### src/rtl/core_sequencer_pkg.sv
// Shared types for the RV32I control sequencer: ALU/branch encodings,
// the decoded control word, sequencer states and immediate field layouts.
// Optional feature macro: CORE_ILLEGAL_HALT_EN adds the absorbing S_HALT state.
package core_sequencer_pkg;

  typedef enum logic [3:0] {
    ALU_FUNC_UNKNOWN = 4'd0,
    ALU_FUNC_ADD,
    ALU_FUNC_SUB,
    ALU_FUNC_SLL,
    ALU_FUNC_SLT,
    ALU_FUNC_SLTU,
    ALU_FUNC_XOR,
    ALU_FUNC_SRL,
    ALU_FUNC_SRA,
    ALU_FUNC_OR,
    ALU_FUNC_AND,
    ALU_FUNC_SEQ
  } alu_func_t;

  typedef enum logic [1:0] {
    BRANCH_NONE,
    BRANCH_TRUE,
    BRANCH_FALSE
  } branch_t;

  typedef struct packed {
    alu_func_t alu_func;
    logic      use_imm;
    logic      rd_write;
    branch_t   branch;
  } control_t;

  localparam control_t CTRL_NOP = '{alu_func: ALU_FUNC_UNKNOWN, use_imm: 1'b0,
                                    rd_write: 1'b0, branch: BRANCH_NONE};

  localparam logic [6:0] OPCODE_OP     = 7'b0110011;
  localparam logic [6:0] OPCODE_OP_IMM = 7'b0010011;
  localparam logic [6:0] OPCODE_BRANCH = 7'b1100011;

  localparam logic [2:0] FUNCT3_ADD  = 3'b000;
  localparam logic [2:0] FUNCT3_SLL  = 3'b001;
  localparam logic [2:0] FUNCT3_SLT  = 3'b010;
  localparam logic [2:0] FUNCT3_SLTU = 3'b011;
  localparam logic [2:0] FUNCT3_XOR  = 3'b100;
  localparam logic [2:0] FUNCT3_SR   = 3'b101;
  localparam logic [2:0] FUNCT3_OR   = 3'b110;
  localparam logic [2:0] FUNCT3_AND  = 3'b111;

  localparam logic [2:0] FUNCT3_BEQ  = 3'b000;
  localparam logic [2:0] FUNCT3_BNE  = 3'b001;
  localparam logic [2:0] FUNCT3_BLT  = 3'b100;
  localparam logic [2:0] FUNCT3_BGE  = 3'b101;
  localparam logic [2:0] FUNCT3_BLTU = 3'b110;
  localparam logic [2:0] FUNCT3_BGEU = 3'b111;

  localparam logic [6:0] FUNCT7_BASE = 7'h00;
  localparam logic [6:0] FUNCT7_ALT  = 7'h20;

`ifdef CORE_ILLEGAL_HALT_EN
  typedef enum logic [2:0] {S_BOOT, S_FETCH, S_DECODE, S_EXEC, S_WB, S_HALT} seq_state_t;
`else
  typedef enum logic [2:0] {S_BOOT, S_FETCH, S_DECODE, S_EXEC, S_WB} seq_state_t;
`endif

  function automatic logic [31:0] imm_i(input logic [31:0] ir);
    return {{20{ir[31]}}, ir[31:20]};
  endfunction

  function automatic logic [31:0] imm_b(input logic [31:0] ir);
    return {{19{ir[31]}}, ir[31], ir[7], ir[30:25], ir[11:8], 1'b0};
  endfunction

endpackage

### src/rtl/core_sequencer_instr_decoder.sv
// Combinational RV32I decoder for OP, OP_IMM and BRANCH instructions.
// Produces the control word, immediate, register indices and an illegal flag;
// the control word is not meaningful when illegal is set.
module instr_decoder
  import core_sequencer_pkg::*;
(
  input  logic [31:0] i_instr,
  output control_t    o_ctrl,
  output logic [31:0] o_imm,
  output logic [4:0]  o_rs1,
  output logic [4:0]  o_rs2,
  output logic [4:0]  o_rd,
  output logic        o_illegal
);

  logic [6:0] w_opcode;
  logic [6:0] w_funct7;
  logic [2:0] w_funct3;

  assign w_opcode = i_instr[6:0];
  assign w_funct3 = i_instr[14:12];
  assign w_funct7 = i_instr[31:25];
  assign o_rd     = i_instr[11:7];
  assign o_rs1    = i_instr[19:15];
  assign o_rs2    = i_instr[24:20];

  // Decode opcode/funct fields into ALU operation, operand select and branch sense
  always_comb begin
    o_ctrl    = CTRL_NOP;
    o_imm     = '0;
    o_illegal = 1'b0;
    case (w_opcode)
      OPCODE_OP: begin
        o_ctrl.rd_write = 1'b1;
        case (w_funct3)
          FUNCT3_ADD:  o_ctrl.alu_func = w_funct7[5] ? ALU_FUNC_SUB : ALU_FUNC_ADD;
          FUNCT3_SLL:  o_ctrl.alu_func = ALU_FUNC_SLL;
          FUNCT3_SLT:  o_ctrl.alu_func = ALU_FUNC_SLT;
          FUNCT3_SLTU: o_ctrl.alu_func = ALU_FUNC_SLTU;
          FUNCT3_XOR:  o_ctrl.alu_func = ALU_FUNC_XOR;
          FUNCT3_SR:   o_ctrl.alu_func = w_funct7[5] ? ALU_FUNC_SRA : ALU_FUNC_SRL;
          FUNCT3_OR:   o_ctrl.alu_func = ALU_FUNC_OR;
          default:     o_ctrl.alu_func = ALU_FUNC_AND;
        endcase
        if ((w_funct7 != FUNCT7_BASE) &&
            !((w_funct7 == FUNCT7_ALT) && ((w_funct3 == FUNCT3_ADD) || (w_funct3 == FUNCT3_SR))))
          o_illegal = 1'b1;
      end
      OPCODE_OP_IMM: begin
        o_ctrl.rd_write = 1'b1;
        o_ctrl.use_imm  = 1'b1;
        o_imm           = imm_i(i_instr);
        case (w_funct3)
          FUNCT3_ADD:  o_ctrl.alu_func = ALU_FUNC_ADD;
          FUNCT3_SLL: begin
            o_ctrl.alu_func = ALU_FUNC_SLL;
            if (w_funct7 != FUNCT7_BASE) o_illegal = 1'b1;
          end
          FUNCT3_SLT:  o_ctrl.alu_func = ALU_FUNC_SLT;
          FUNCT3_SLTU: o_ctrl.alu_func = ALU_FUNC_SLTU;
          FUNCT3_XOR:  o_ctrl.alu_func = ALU_FUNC_XOR;
          FUNCT3_SR:   o_ctrl.alu_func = i_instr[30] ? ALU_FUNC_SRA : ALU_FUNC_SRL;
          FUNCT3_OR:   o_ctrl.alu_func = ALU_FUNC_OR;
          default:     o_ctrl.alu_func = ALU_FUNC_AND;
        endcase
      end
      OPCODE_BRANCH: begin
        o_imm = imm_b(i_instr);
        case (w_funct3)
          FUNCT3_BEQ:  begin o_ctrl.alu_func = ALU_FUNC_SEQ;  o_ctrl.branch = BRANCH_TRUE;  end
          FUNCT3_BNE:  begin o_ctrl.alu_func = ALU_FUNC_SEQ;  o_ctrl.branch = BRANCH_FALSE; end
          FUNCT3_BLT:  begin o_ctrl.alu_func = ALU_FUNC_SLT;  o_ctrl.branch = BRANCH_TRUE;  end
          FUNCT3_BGE:  begin o_ctrl.alu_func = ALU_FUNC_SLT;  o_ctrl.branch = BRANCH_FALSE; end
          FUNCT3_BLTU: begin o_ctrl.alu_func = ALU_FUNC_SLTU; o_ctrl.branch = BRANCH_TRUE;  end
          FUNCT3_BGEU: begin o_ctrl.alu_func = ALU_FUNC_SLTU; o_ctrl.branch = BRANCH_FALSE; end
          default:     o_illegal = 1'b1;
        endcase
      end
      default: o_illegal = 1'b1;
    endcase
  end

endmodule

### src/rtl/core_sequencer.sv
// Multi-cycle RV32I control sequencer: BOOT -> FETCH -> DECODE -> EXEC -> WB.
// Owns the PC, fetches over a req/ack port and drives the ALU/register file.
// Optional feature macro: CORE_ILLEGAL_HALT_EN (illegal instruction halts the core
// and adds the halt port); without it illegal instructions retire as NOPs.
module core_sequencer
  import core_sequencer_pkg::*;
#(
  parameter logic [31:0] RESET_PC = 32'h0000_0000
) (
  input  logic        clk,
  input  logic        rst,
  output logic        imem_req,
  output logic [31:0] imem_addr,
  input  logic        imem_ack,
  input  logic [31:0] imem_rdata,
  output logic [4:0]  rs1_addr,
  output logic [4:0]  rs2_addr,
  output alu_func_t   alu_func,
  output logic        alu_use_imm,
  output logic [31:0] imm,
  input  logic [31:0] alu_result,
  output logic [4:0]  rd_addr,
  output logic        rd_we,
  output logic [31:0] rd_wdata
`ifdef CORE_ILLEGAL_HALT_EN
  ,
  output logic        halt
`endif
);

  seq_state_t  r_state;
  seq_state_t  w_next_state;
  logic [31:0] r_pc;
  logic [31:0] r_next_pc;
  logic [31:0] r_ir;
  control_t    r_ctrl;
  logic [31:0] r_imm;
  logic [4:0]  r_rs1;
  logic [4:0]  r_rs2;
  logic [4:0]  r_rd;
  logic [31:0] r_wdata;

  control_t    w_ctrl;
  logic [31:0] w_imm;
  logic [4:0]  w_rs1;
  logic [4:0]  w_rs2;
  logic [4:0]  w_rd;
  logic        w_illegal;
  logic        w_taken;

  instr_decoder u_decoder (
    .i_instr   (r_ir),
    .o_ctrl    (w_ctrl),
    .o_imm     (w_imm),
    .o_rs1     (w_rs1),
    .o_rs2     (w_rs2),
    .o_rd      (w_rd),
    .o_illegal (w_illegal)
  );

  assign w_taken = (r_ctrl.branch != BRANCH_NONE) &&
                   (alu_result[0] ^ (r_ctrl.branch == BRANCH_FALSE));

  assign imem_addr = r_pc;
  assign rs1_addr  = r_rs1;
  assign rs2_addr  = r_rs2;
  assign rd_addr   = r_rd;
  assign imm       = r_imm;
  assign rd_wdata  = r_wdata;

  // State register; reset abandons any in-flight fetch or writeback
  always_ff @(posedge clk or posedge rst) begin
    if (rst) r_state <= S_BOOT;
    else     r_state <= w_next_state;
  end

  // Next-state logic and state-decoded control outputs
  always_comb begin
    w_next_state = r_state;
    imem_req     = 1'b0;
    alu_func     = ALU_FUNC_UNKNOWN;
    alu_use_imm  = 1'b0;
    rd_we        = 1'b0;
`ifdef CORE_ILLEGAL_HALT_EN
    halt         = 1'b0;
`endif
    case (r_state)
      S_BOOT:  w_next_state = S_FETCH;
      S_FETCH: begin
        imem_req = 1'b1;
        if (imem_ack) w_next_state = S_DECODE;
      end
`ifdef CORE_ILLEGAL_HALT_EN
      S_DECODE: w_next_state = w_illegal ? S_HALT : S_EXEC;
      S_HALT:   halt = 1'b1;
`else
      S_DECODE: w_next_state = S_EXEC;
`endif
      S_EXEC: begin
        alu_func     = r_ctrl.alu_func;
        alu_use_imm  = r_ctrl.use_imm;
        w_next_state = S_WB;
      end
      S_WB: begin
        rd_we        = r_ctrl.rd_write && (r_rd != 5'd0);
        w_next_state = S_FETCH;
      end
      default: w_next_state = S_BOOT;
    endcase
  end

  // Datapath registers: latch instruction, register decode, sample ALU, update PC.
  // Illegal encodings are registered as a NOP control word so they retire without effect.
  always_ff @(posedge clk or posedge rst) begin
    if (rst) begin
      r_pc      <= RESET_PC;
      r_next_pc <= RESET_PC;
      r_ir      <= '0;
      r_ctrl    <= CTRL_NOP;
      r_imm     <= '0;
      r_rs1     <= '0;
      r_rs2     <= '0;
      r_rd      <= '0;
      r_wdata   <= '0;
    end else begin
      case (r_state)
        S_FETCH: if (imem_ack) r_ir <= imem_rdata;
        S_DECODE: begin
          r_ctrl <= w_illegal ? CTRL_NOP : w_ctrl;
          r_imm  <= w_imm;
          r_rs1  <= w_rs1;
          r_rs2  <= w_rs2;
          r_rd   <= w_rd;
        end
        S_EXEC: begin
          r_wdata   <= alu_result;
          r_next_pc <= w_taken ? (r_pc + r_imm) : (r_pc + 32'd4);
        end
        S_WB:    r_pc <= r_next_pc;
        default: ;
      endcase
    end
  end

endmodule

### config.mk
export PLATFORM = sky130hd
export DESIGN_NAME = core_sequencer
export DESIGN_NICKNAME = d
export VERILOG_FILES = /design/src/rtl/core_sequencer_pkg.sv /design/src/rtl/core_sequencer_instr_decoder.sv /design/src/rtl/core_sequencer.sv
export SDC_FILE = /design/constraint.sdc
export NUM_CORES = 1
export LEC_CHECK = 0
export ABC_AREA = 1
export BUFFER_PORTS_ARGS = -buffer_cell sky130_fd_sc_hd__buf_2
export CAP_MARGIN = 30
export CORE_ASPECT_RATIO = 1.5
export CORE_MARGIN = 10
export CORE_UTILIZATION = 57
export DETAILED_ROUTE_END_ITERATION = 6
export PLACE_DENSITY = 0.81
export SYNTH_ARGS = -nofsm -noshare
export SYNTH_HDL_FRONTEND = slang
export SYNTH_SLANG_ARGS = --single-unit
### constraint.sdc
create_clock -name clk -period 6.95 [get_ports clk]
set_input_delay 1.39 -clock clk [delete_from_list [all_inputs] [get_ports clk]]
set_output_delay 1.39 -clock clk [all_outputs]
set_load 0.05 [all_outputs]
==> summary.md, run 1 <==
| Metric | Value |
|---|---|
| Worst Path Arrival | `between 1.5 and 2 ns` |
| Drt total wl | `31.6 mm` |
| Synth Flop Type | `dfrtp_1` |
| CTS H-Tree Depth | `4` |
| Number of max-capacitance violations reported | `0` |
| Per-instance average area after synthesis | `around 7 um^2` |
| Count of different cell masters after synthesis | `between 40 and 50` |
| CTS Buf Count | `17` |
| Hold path startpoint | `rd_wdata[17]$_DFFE_PP0P_` |
| Endpoints failing hold | `0` |
| Register-to-Register Setup Slack | `around 4.5 ns` |
| Fraction of registers with async set/reset | `1.00` |
| Number of cells produced by synthesis | `1424` |
| Post-synthesis sequential element count | `between 150 and 200` |
| Path class of the lowest-slack min-delay path | `reg2reg` |
| Count of yosys warnings during synthesis | `0` |
| Post-CTS sizing | `0` |
| Routed len/inst | `17.5 um` |
| Critical path fanouts, max | `3` |
| Fraction of layout instances using a drive strength above 1 | `0.180` |
| Global-route wire length before repair | `between 50 and 60 mm` |
| CP endpoint kind | `output pin` |
| Final antenna-violating net count | `0` |
| Number of nets in the final layout | `1678` |
| Setup TNS Final | `0 ns` |
| Pwr/cell area | `approximately 470 mW/mm^2` |
| Diodes inserted | `0` |
| Required @ worst endpoint | `5.56 ns` |
| Logic depth of the worst register-to-register path | `3` |
| Static Leakage | `0.00653 uW` |
| RSZ-0062 raised after global routing | `no` |
| Setup clock skew after layout | `between 0.01 and 0.015 ns` |
| Destination of the worst register-to-register timing path | `r_ctrl[0]$_DFFE_PP0P_` |
| Final non-filler cell area | `around 0.012 mm^2` |
| Share of Yosys cell area claimed by the top area cell type | `0.410` |
| Buffers inserted by post-CTS timing repair | `0` |
| Post-synth design cell area | `approximately 0.010 mm^2` |
| Post-synth top area cell | `dfrtp_1` |
| Hold depth | `2` |
| Boundary pin count | `between 150 and 200` |
| Initial DRC Count | `about 770` |
| Synthesized netlist net count | `between 1500 and 2000` |
| Die Span X | `roughly 130 um` |
| Total number of vias | `9894` |
| Count of buffers inserted at the top-level ports | `184` |
| Outcome | `finished clean` |
| Signed area change from the synthesized netlist to the final layout | `14.9%` |
| Routability congestion estimate | `1.03` |
| Initial antenna violation count | `0` |
| CTS tree | `done` |
| Number of fill cells | `1530` |
| CTS root buffer | `clkbuf_16` |
| Share of the clock period used by the worst path | `0.440` |
| Post-synth top cells | `nand2_1, inv_1, dfrtp_1` |
| Worst hold endpoint | `rd_wdata[17]$_DFFE_PP0P_` |
| Placed Area | `roughly 0.011 mm^2` |
| Global Route Usage Sum | `0.268` |
| Overall die area | `0.0237 mm^2` |
| Dominant cell by count in the synthesized netlist | `nand2_1` |
| Vertical extent of the die | `184 um` |
| First-pass DRT Iterations | `5` |
| Total global routing overflow | `0` |
| Half-perimeter wire length of the detailed placement result | `about 23 mm` |
| Number of global-route vias before repair | `approximately 10000` |
| Minimum clock period after layout | `between 3 and 4 ns` |
| Hold_buf cts | `0` |
| Clock slew seen by the registers of the worst setup and hold paths | `around 0.070 ns` |
| Transition time at the pin with the least slew margin | `approximately 1.0 ns` |
| Standard-cell rows | `59` |
| Number of pins exceeding their max-slew limit in the final report | `0` |
| Number of vias per cell | `5.48` |
| Maximum buffer depth of the clock tree | `2` |
| Flip-flop and latch area | `around 0.0042 mm^2` |
| Clk Latency, worst-skew pair | `about 0.44 ns` |
| Area of combinational cells with multiple inputs | `roughly 0.0049 mm^2` |
| Core footprint | `0.0174 mm^2` |
| Pin count of the biggest net entering global routing | `between 100 and 150` |
| CTS Sinks | `about 170` |
| Relative slew margins | `0.308` |
| Peak supply drop | `0.517 mV` |
| Dominant cells by area after synthesis | `dfrtp_1, nand2_1, inv_1, nor2_1, a21oi_1` |
| Setup violators final | `0` |
| Startpoint type of the worst setup path | `register` |
| Sequential fraction of the synthesis area | `0.410` |
| Worst reg2reg path startpoint | `r_state[2]$_DFFE_PP0P_` |
| F_max | `327 MHz` |
| Number of flops mapped to enable cells by yosys | `0` |
| Initial core utilization | `0.584` |
| Post-route DRC violation count | `0` |
| Worst setup path class | `reg2out` |
stage by stage:
step	instances	hold slack, ns	total power, uW	util	setup WS, ns
2_1_floorplan	1424	0.444	3780	-	1.04
3_3_place_gp	1771	0.451	4420	0.637	3.87
3_5_place_dp	1772	0.460	4500	0.638	3.83
4_1_cts	1804	0.478	5470	0.672	3.88
5_1_grt	1804	0.501	5820	0.672	3.79
6_report	1804	0.477	5470	0.672	3.89
placed cells by master (no fill, tap or decap), types with 3 or more instances in the layout:
cell       netlist  layout
nand2_1        502     500
inv_1          190     188
buf_2           14     184
dfrtp_1        167     167
nor2_1         131     131
a21oi_1         88      88
nand3_1         71      71
o21ai_0         41      41
ha_1            32      32
mux2_2          26      26
clkbuf_16        0      17
nand4_1         16      16
xor2_1          13      13
nor3_1          12      12
inv_2            7       8
nor2_2           7       7
a31oi_1          6       6
a22oi_1          6       6
nand2_2          3       5
inv_6            0       5
or2_2            5       5
nand3b_1         5       5
buf_4           22       5
o22ai_1          4       4
xnor2_1          4       4
nor2_4           4       4
inv_8            0       4
o211ai_1         3       3
o221ai_1         3       3
o31ai_1          3       3
area by class of cell:
cell class / instances / area share
clock buffer: 18 / 0.0367
clock inverter: 14 / 0.0136
inverter: 197 / 0.0636
multi-input combinational: 1005 / 0.423
sequential: 167 / 0.357
tap: 213 / 0.0228
timing repair buffer: 190 / 0.0836
worst max-delay path, stage by stage, from the launching register on:
cell     delay, ns
dfrtp_1       0.42
nor2_1        0.21
nand3_1       0.13
a31oi_1       0.18
buf_2         0.29
how the worst max path moves through the flow:
| stage | slack [ns] | end | depth (start not counted) | start |
|---|---|---|---|---|
| floorplan | 1.04 | imem_addr[0]$_DFFE_PP0P_ | 1 | rst |
| global placement | 3.87 | r_next_pc[15]$_DFFE_PP0P_ | 3 | rst |
| detailed placement | 3.83 | imem_addr[15]$_DFFE_PP0P_ | 3 | rst |
| CTS | 3.88 | rd_we | 4 | r_state[0]$_DFFE_PP0P_ |
| global route | 3.79 | rd_we | 4 | r_state[0]$_DFFE_PP0P_ |
| finish | 3.89 | rd_we | 4 | r_state[0]$_DFFE_PP0P_ |
registers in the layout (all words and copies together) (netlist names):
signal	flops
imem_addr	32
r_ir	32
r_next_pc	32
rd_wdata	32
imm	13
r_ctrl	8
rd_addr	5
rs1_addr	5
rs2_addr	5
r_state	3
per-layer routing:
metal / GRT usage / up-vias / wire length, um
li1: - / 4763 / -
met1: 0.275 / 4595 / 11200
met2: 0.469 / 409 / 16200
met3: 0.0650 / 127 / 2050
met4: 0.179 / 0 / 2040
met5: 0 / - / 0
power by group:
group / leakage, uW / total, uW / internal, uW / switching (uW)
logic: 0.00422 / 2740 / 733 / 2010
clock network: 0.000283 / 951 / 512 / 439
registers: 0.00203 / 1780 / 1380 / 401
total: 0.00653 / 5470 / 2630 / 2850
kinds of logic (layout without fill, tap and decap cells):
| group | count (synthesis) | in the layout | synth area share |
|---|---|---|---|
| DFF | 167 | 167 | 0.410 |
| adders and majority gates | 33 | 33 | 0.0413 |
| buffers and inverters | 252 | 419 | 0.104 |
| and+or+nand+nor | 764 | 764 | 0.310 |
| xor gates and xnor gates | 17 | 17 | 0.0146 |
| muxes | 26 | 26 | 0.0288 |
| AOI/OAI and AO/OA | 165 | 165 | 0.0905 |
Note: power is estimated with default switching activity, not from simulation.
==> inputs of run 2 (changes only) <==
Settings changed: ABC_AREA 1 to 0, CORE_UTILIZATION 57 to 50, PLACE_DENSITY 0.81 to 0.77.
Clock period 6.95 ns to 2.5 ns, I/O delays scaled along.
==> summary.md, run 2 <==
| Metric | Value |
|---|---|
| Number of flops mapped to enable cells by yosys | `0 (unchanged)` |
| Clk Latency, worst-skew pair | `0.43 ns (about the same)` |
| Number of fill cells | `1311 (-14%)` |
| Overall die area | `0.0235 mm^2 (-1.0%)` |
| Die Span X | `128 um (-0.51%)` |
| Dominant cell by count in the synthesized netlist | `nand2_1` |
| Initial core utilization | `0.509 (-0.0758)` |
| Post-synthesis adder-cell area fraction | `0.0476 (+0.00635)` |
| Drt total wl | `26.3 mm (-17%)` |
| First-pass DRT Iterations | `5 (unchanged)` |
| Critical path fanouts, max | `9 (+6)` |
| Synthesized netlist net count | `1029 (-32%)` |
| Part of the total power dissipated in combinational logic | `0.510 (+0.009)` |
| Outcome | `complete, but fails checks` |
| Count of yosys warnings during synthesis | `0 (unchanged)` |
| PnR worst setup slack | `-0.246 ns (-4.14 ns)` |
| Worst Path Arrival | `3.11 ns (+1.44 ns)` |
| Worst setup path class | `reg2reg` |
| Number of global-route vias before repair | `8285 (-17%)` |
| F_max | `364 MHz` |
| Number of max-capacitance violations reported | `0 (unchanged)` |
| Fraction of layout instances using a drive strength above 1 | `0.395 (+0.215)` |
| Part of the total power dissipated in the clock network | `0.174 (about the same)` |
| Global Route Usage Sum | `0.221 (-0.0472)` |
| Number of vias per cell | `5.52 (+0.59%)` |
| CTS H-Tree Depth | `4 (unchanged)` |
| Clock slew seen by the registers of the worst setup and hold paths | `0.07 ns (about the same)` |
| Maximum cell stage delay along the critical path | `0.54 ns (+0.12 ns)` |
| Count of buffers inserted at the top-level ports | `184 (unchanged)` |
| Leading cell types in the layout, fill and taps excluded | `nand2_1, buf_2, dfrtp_1, buf_4, mux2_2` |
| CTS Buf Count | `17 (unchanged)` |
| Routing usage on met1 | `0.229 (-0.0464)` |
| Global routing met2 resource utilization | `0.395 (-0.0738)` |
| Post-synth design cell area | `0.00882 mm^2 (-13%)` |
| Per-instance average area after synthesis | `9.50 um^2 (+33%)` |
| Half-perimeter wire length of the detailed placement result | `18.9 mm (-19%)` |
| Count of different cell masters after synthesis | `53 (+15%)` |
| CP endpoint kind | `register` |
| Number of pins exceeding their max-slew limit in the final report | `0 (unchanged)` |
| Number of nets in the final layout | `1312 (-22%)` |
| Chain of cells forming the critical path | `buf_4 -> ha_1 -> nand2_1 -> nor2_1 -> nand3_1 -> o41ai_4 -> mux2i_1 -> or4_1 -> nand3_1` |
| Minimum clock period after layout | `around 2.7 ns` |
| Post-synth top area cell | `dfrtp_1` |
| CP bufs+invs | `1 (unchanged)` |
| Total global routing overflow | `0 (unchanged)` |
| Number of cells produced by synthesis | `929 (-35%)` |
| Total number of vias | `7933 (-20%)` |
| Initial DRC Count | `487 (-36%)` |
| Hold_buf cts | `0 (unchanged)` |
| Setup violators final | `15 (+15)` |
| Core footprint | `0.0173 mm^2 (-0.42%)` |
| Static Leakage | `0.00599 uW (-8.3%)` |
| Boundary pin count | `185 (unchanged)` |
| Post-synthesis sequential element count | `167 (unchanged)` |
| Transition time at the pin with the least slew margin | `0.599 ns (-0.436 ns)` |
| Share of power burned in registers | `0.316 (-0.010)` |
| Most used cell, CP | `nand3_1` |
| Share of the clock period used by the worst path | `1.10` |
| Endpoints failing hold | `0 (unchanged)` |
| Fraction of synthesized area in multiplexers | `0.0828 (+0.0541)` |
| Share of Yosys cell area claimed by the top area cell type | `0.474 (+0.0632)` |
| Synthesized-area fraction occupied by ao, oa, aoi and oai cells | `0.129 (+0.0383)` |
| Dominant combinational cell family by area after synthesis | `simple AND/OR/NAND/NOR gates` |
| Fraction of registers with async set/reset | `1.00 (unchanged)` |
| Standard cell with the maximum stage delay on the critical path | `dfrtp_4` |
| Diodes inserted | `0 (unchanged)` |
| Violated checks | `setup timing` |
| Setup clock skew after layout | `0.00940 ns (-0.00262 ns)` |
| RSZ-0062 raised after global routing | `yes` |
| Xor and xnor area share after synthesis | `0.0486 (+0.0340)` |
| Kind of cell with the highest combined delay on the critical path | `simple AND/OR/NAND/NOR gates` |
| Leading cell type in the layout, fill and taps excluded | `nand2_1` |
| CTS root buffer | `clkbuf_16` |
| Signed area change from the synthesized netlist to the final layout | `33.9%` |
| Post-synth top cells | `nand2_1, dfrtp_1, mux2_2` |
| Final antenna-violating net count | `0 (unchanged)` |
| Switching share of power | `0.469 (-0.0513)` |
| Met3 demand-to-capacity share in global routing | `0.0563 (-0.00867)` |
| CTS Sinks | `167 (unchanged)` |
| Peak supply drop | `0.812 mV (+57%)` |
| Relative slew margins | `0.599 (+0.291)` |
| Share of synthesized cell area in and, or, nand and nor gates | `0.181 (-0.129)` |
| Path class of the lowest-slack min-delay path | `in2async` |
| Pin count of the biggest net entering global routing | `57 (-45%)` |
| Dominant cells by area after synthesis | `dfrtp_1, nand2_1, mux2_2, ha_1, a21oi_1` |
| Startpoint type of the worst setup path | `register` |
| Required @ worst endpoint | `2.86 ns (-2.70 ns)` |
| Initial antenna violation count | `0 (unchanged)` |
| Maximum buffer depth of the clock tree | `2 (unchanged)` |
| Routability congestion estimate | `0.913 (-11%)` |
| Routed len/inst | `18.3 um (+4.6%)` |
| Sequential fraction of the synthesis area | `0.474 (+0.0632)` |
| Total chip power | `14600 uW (+170%)` |
| Post-route DRC violation count | `0 (unchanged)` |
| Global-route wire length before repair | `41.8 mm (-17%)` |
| Synth Flop Type | `dfrtp_1` |
| Vertical extent of the die | `183 um (-0.54%)` |
| Switching power total | `6840 uW (+140%)` |
| Setup TNS Final | `-2.43 ns (-2.43 ns)` |
| CTS tree | `done` |
| Most used routing layer in global routing | `met2` |
| Pwr/cell area | `1230 mW/mm^2 (+160%)` |
| Standard-cell rows | `59 (unchanged)` |
| Cell Int Power | `7740 uW (+190%)` |
==> run 2: cell count changes after synthesis, moves of 15 or more <==
cell      change
o21ai_1      +15
nand3_1      -50
inv_1       -179
mux2_2       +37
nor2_1       -85
clkbuf_1     +20
xnor2_1      +20
nand2_1     -274
a21oi_1      -39
==> run 2: area by class of cell <==
cell class	instances	area [um^2]	area share
Multi-Input combinational cell	693	4700	0.398
Sequential cell	167	4190	0.354
Timing Repair Buffer	322	2050	0.173
Clock buffer	22	484	0.0410
Tap cell	213	267	0.0226
Clock inverter	10	83.8	0.00710
Inverter	11	45.0	0.00381
==> run 2: cells by family after synthesis <==
group	Yosys count
AOI/OAI and AO/OA	179
xor gates and xnor gates	49
adders and majority gates	33
DFF	167
buffers and inverters	69
and+or+nand+nor	367
muxes	65
==> run 2: power groups by stage <==
| stage | logic [uW] | clock network (uW) | registers (uW) |
|---|---|---|---|
| 6_report | 7430 | 2540 | 4610 |
| 5_1_grt | 7990 | 2700 | 4750 |
| 4_1_cts | 7330 | 2590 | 4590 |
| 3_5_place_dp | 7210 | 0 | 4620 |
| 3_3_place_gp | 7030 | 0 | 4570 |
| 2_1_floorplan | 2940 | 0 | 6610 |
==> run 2: layer usage <==
metal,part of all wire,vias to the layer above
met5,0,-
met4,0.034,0
met3,0.065,67
met2,0.54,286
met1,0.36,3818
li1,-,3762
==> run 2: final timing paths <==
check	start	end	slack (ns)	cells past startpoint
hold reg to reg	rd_wdata[9]$_DFFE_PP0P_	rd_wdata[9]$_DFFE_PP0P_	0.47	2
hold / removal	rst	r_next_pc[5]$_DFFE_PP0P_	0.12	2
setup / recovery	imm[30]$_DFFE_PP0P_	r_next_pc[31]$_DFFE_PP0P_	-0.25	9
setup reg to reg	imm[30]$_DFFE_PP0P_	r_next_pc[31]$_DFFE_PP0P_	-0.25	9
max in group asynchronous	rst	rd_wdata[22]$_DFFE_PP0P_	1.71	3
min in group clk	alu_result[23]	rd_wdata[23]$_DFFE_PP0P_	0.25	3
==> run 2: repair_timing <==
action	CTS	global route
setup buffers	16	7
gates resized for setup	35	25
setup endpoints to repair	15	19
pin swaps	33	25
hold endpoints to repair	0	0
==> run 2: per-stage QoR <==
step | util | instances | worst slack (ns) | cell area, um^2 | hold WS, ns
finish | 0.681 | 1438 | -0.246 | 11800 | 0.124
global route | 0.681 | 1438 | -0.444 | 11800 | 0.135
CTS | 0.673 | 1436 | -0.279 | 11700 | 0.125
detailed placement | 0.623 | 1388 | -0.295 | 10800 | 0.454
global placement | 0.623 | 1388 | -0.236 | 10800 | 0.444
floorplan | - | 929 | -0.329 | 8970 | 0.433
==> inputs of run 3 (changes only) <==
Settings changed: TNS_END_PERCENT set to 1.
==> summary.md, run 3 (synthesized netlist as in run 2, its figures left out) <==
| Metric | Value |
|---|---|
| Peak supply drop | `0.852 mV (+5.0%)` |
| Required @ worst endpoint | `2.81 ns (-0.05 ns)` |
| Boundary pin count | `185 (unchanged)` |
| Minimum clock period after layout | `2.90 ns (+0.154 ns)` |
| Switching power total | `6820 uW (-0.32%)` |
| Maximum cell stage delay along the critical path | `0.39 ns (-0.15 ns)` |
| Number of max-capacitance violations reported | `0 (unchanged)` |
| Number of fill cells | `1365 (+4.1%)` |
| Share of the clock period used by the worst path | `1.16 (+0.0616)` |
| Total chip power | `14600 uW (-0.12%)` |
| Flip-flop and latch area | `0.00418 mm^2 (about the same)` |
| Setup clock skew after layout | `0.0185 ns (+0.00907 ns)` |
| Switching share of power | `0.468 (-0.000917)` |
| Half-perimeter wire length of the detailed placement result | `18.3 mm (-3.2%)` |
| Path class of the lowest-slack min-delay path | `in2async` |
| Number of nets in the final layout | `1304 (-0.61%)` |
| Number of vias per cell | `5.49 (-0.49%)` |
| Pwr/cell area | `1260 mW/mm^2 (+1.8%)` |
| Initial antenna violation count | `0 (unchanged)` |
| Number of pins exceeding their max-slew limit in the final report | `0 (unchanged)` |
| Static Leakage | `0.00589 uW (-1.6%)` |
| Chain of cells forming the critical path | `ha_4 -> fa_2 -> a211oi_2 -> buf_4 -> buf_4 -> buf_4 -> buf_4 -> buf_4 -> buf_4 -> buf_4 -> buf_4 -> buf_4 -> buf_4 -> buf_4 -> buf_4 -> buf_4 -> nor2_2 -> nor3_2 -> a21oi_1 -> o21ai_1` |
| Total global routing overflow | `0 (unchanged)` |
| RSZ-0062 raised after global routing | `yes` |
| Critical path fanouts, max | `2 (-7)` |
| Initial core utilization | `0.509 (unchanged)` |
| Leading cell types in the layout, fill and taps excluded | `nand2_1, buf_2, dfrtp_1, buf_4, mux2_2` |
| Part of the total power dissipated in combinational logic | `0.503 (-0.007)` |
| Most used cell, CP | `buf_4` |
| Number of global-route vias before repair | `8289 (+0.048%)` |
| Endpoints failing hold | `0 (unchanged)` |
| Post-route DRC violation count | `0 (unchanged)` |
| Overall die area | `0.0235 mm^2 (unchanged)` |
| Share of power burned in registers | `0.316 (about the same)` |
| Fraction of layout instances using a drive strength above 1 | `0.380 (-0.0155)` |
| Initial DRC Count | `465 (-4.5%)` |
| Worst setup path class | `reg2reg` |
| Outcome | `complete, but fails checks` |
| CTS H-Tree Depth | `4 (unchanged)` |
| Startpoint type of the worst setup path | `register` |
| Clk Latency, worst-skew pair | `0.44 ns (about the same)` |
| CTS root buffer | `clkbuf_16` |
| Pin count of the biggest net entering global routing | `60 (+5.3%)` |
| Violated checks | `setup timing` |
| PnR worst setup slack | `-0.400 ns (-0.154 ns)` |
| Global-route wire length before repair | `41.0 mm (-1.9%)` |
| Maximum buffer depth of the clock tree | `2 (unchanged)` |
| CP endpoint kind | `register` |
| Standard-cell rows | `59 (unchanged)` |
| Layout Utilization | `0.668 (-0.0128)` |
| Leading cell type in the layout, fill and taps excluded | `nand2_1` |
| F_max | `345 MHz (-5.3%)` |
| Diodes inserted | `0 (unchanged)` |
| Vertical extent of the die | `183 um (unchanged)` |
| CTS tree | `done` |
| Cell Int Power | `7750 uW (about the same)` |
| CP bufs+invs | `13 (+12)` |
| Crit. path cell count | `20 (+11)` |
| CTS Sinks | `167 (unchanged)` |
| First-pass DRT Iterations | `7 (+2)` |
| Kind of cell with the highest combined delay on the critical path | `buffers and inverters` |
| Area of combinational cells with multiple inputs | `0.00458 mm^2 (-2.6%)` |
| Worst setup slack after placement | `-0.344 ns (-0.0494 ns)` |
| Part of the total power dissipated in the clock network | `0.181 (+0.007)` |
| Routability congestion estimate | `0.879 (-3.6%)` |
| Standard cell with the maximum stage delay on the critical path | `dfrtp_2` |
| Final non-filler cell area | `0.0116 mm^2 (-1.9%)` |
| Die Span X | `128 um (unchanged)` |
| Logic depth of the worst register-to-register path | `20 (+11)` |
| Setup violators final | `14 (-1)` |
| Core footprint | `0.0173 mm^2 (unchanged)` |
| CTS Buf Count | `17 (unchanged)` |
| Drt total wl | `25.2 mm (-4.3%)` |
| Final antenna-violating net count | `0 (unchanged)` |
| Transition time at the pin with the least slew margin | `0.587 ns (-0.0115 ns)` |
| Total number of vias | `7850 (-1.0%)` |
| Routed len/inst | `17.6 um (-3.8%)` |
| Clock slew seen by the registers of the worst setup and hold paths | `0.07 ns (about the same)` |
| Worst Path Arrival | `3.21 ns (+0.10 ns)` |
| Setup TNS Final | `-3.19 ns (-0.757 ns)` |
| Placed Area | `0.0107 mm^2 (-1.1%)` |
| Global Route Usage Sum | `0.214 (-0.00640)` |
| Count of buffers inserted at the top-level ports | `184 (unchanged)` |
| Relative slew margins | `0.607 (+0.00767)` |
| Signed area change from the synthesized netlist to the final layout | `31.4%` |
-- run 3: cell count changes in the layout (fill, tap and decap cells not counted), sizes merged --
cell,change
inv,+3
bufinv,+1
clkinv,-2
clkinvlp,+1
clkbuf,-3
buf,-8
-- run 3: power groups by stage --
stage | Sequential (uW) | Combinational (uW) | Clock [uW]
after detailed placement | 4620 | 7130 | 0
after floorplan | 6600 | 2920 | 0
after CTS | 4590 | 7260 | 2670
after global routing | 4760 | 7870 | 2790
after global placement | 4570 | 6990 | 0
final | 4610 | 7320 | 2630
-- run 3: metrics by stage --
step	hold slack, ns	std cells
after detailed placement	0.451	1381
after global placement	0.446	1381
after CTS	0.0934	1430
final	0.0871	1430
after global routing	0.118	1430
after floorplan	0.433	929
-- run 3: final cells by class --
class / instances / area share
flip-flops and latches: 167 / 0.361
well taps: 213 / 0.0230
inverters: 11 / 0.00389
multi-input cells: 693 / 0.395
clock buffers: 19 / 0.0382
clock inverters: 13 / 0.0117
repair buffers: 314 / 0.168
-- run 3: worst paths after layout --
| check | startpoint | end | slack [ns] |
|---|---|---|---|
| max in group asynchronous | rst | imem_addr[28]$_DFFE_PP0P_ | 1.74 |
| setup / recovery | imm[0]$_DFFE_PP0P_ | r_next_pc[4]$_DFFE_PP0P_ | -0.40 |
| hold reg to reg | r_next_pc[23]$_DFFE_PP0P_ | r_next_pc[23]$_DFFE_PP0P_ | 0.47 |
| setup reg to reg | imm[0]$_DFFE_PP0P_ | r_next_pc[4]$_DFFE_PP0P_ | -0.40 |
| min in group clk | alu_result[6] | rd_wdata[6]$_DFFE_PP0P_ | 0.24 |
| hold / removal | rst | r_ir[29]$_DFFE_PP0P_ | 0.09 |
-- run 3: timing repair --
action,in CTS,in global routing
gates cloned,0,0
setup buffers,17,0
setup endpoints to repair,16,21
resized for setup,26,12
hold buffers,0,0
pin swaps,28,5
-- run 3: metal layers --
metal / track usage / share of wire / vias to the layer above
met1: 0.229 / 0.37 / 3820
met2: 0.389 / 0.54 / 233
li1: - / - / 3741
met4: 0.0885 / 0.029 / 0
met5: 0 / 0 / -
met3: 0.0502 / 0.061 / 56
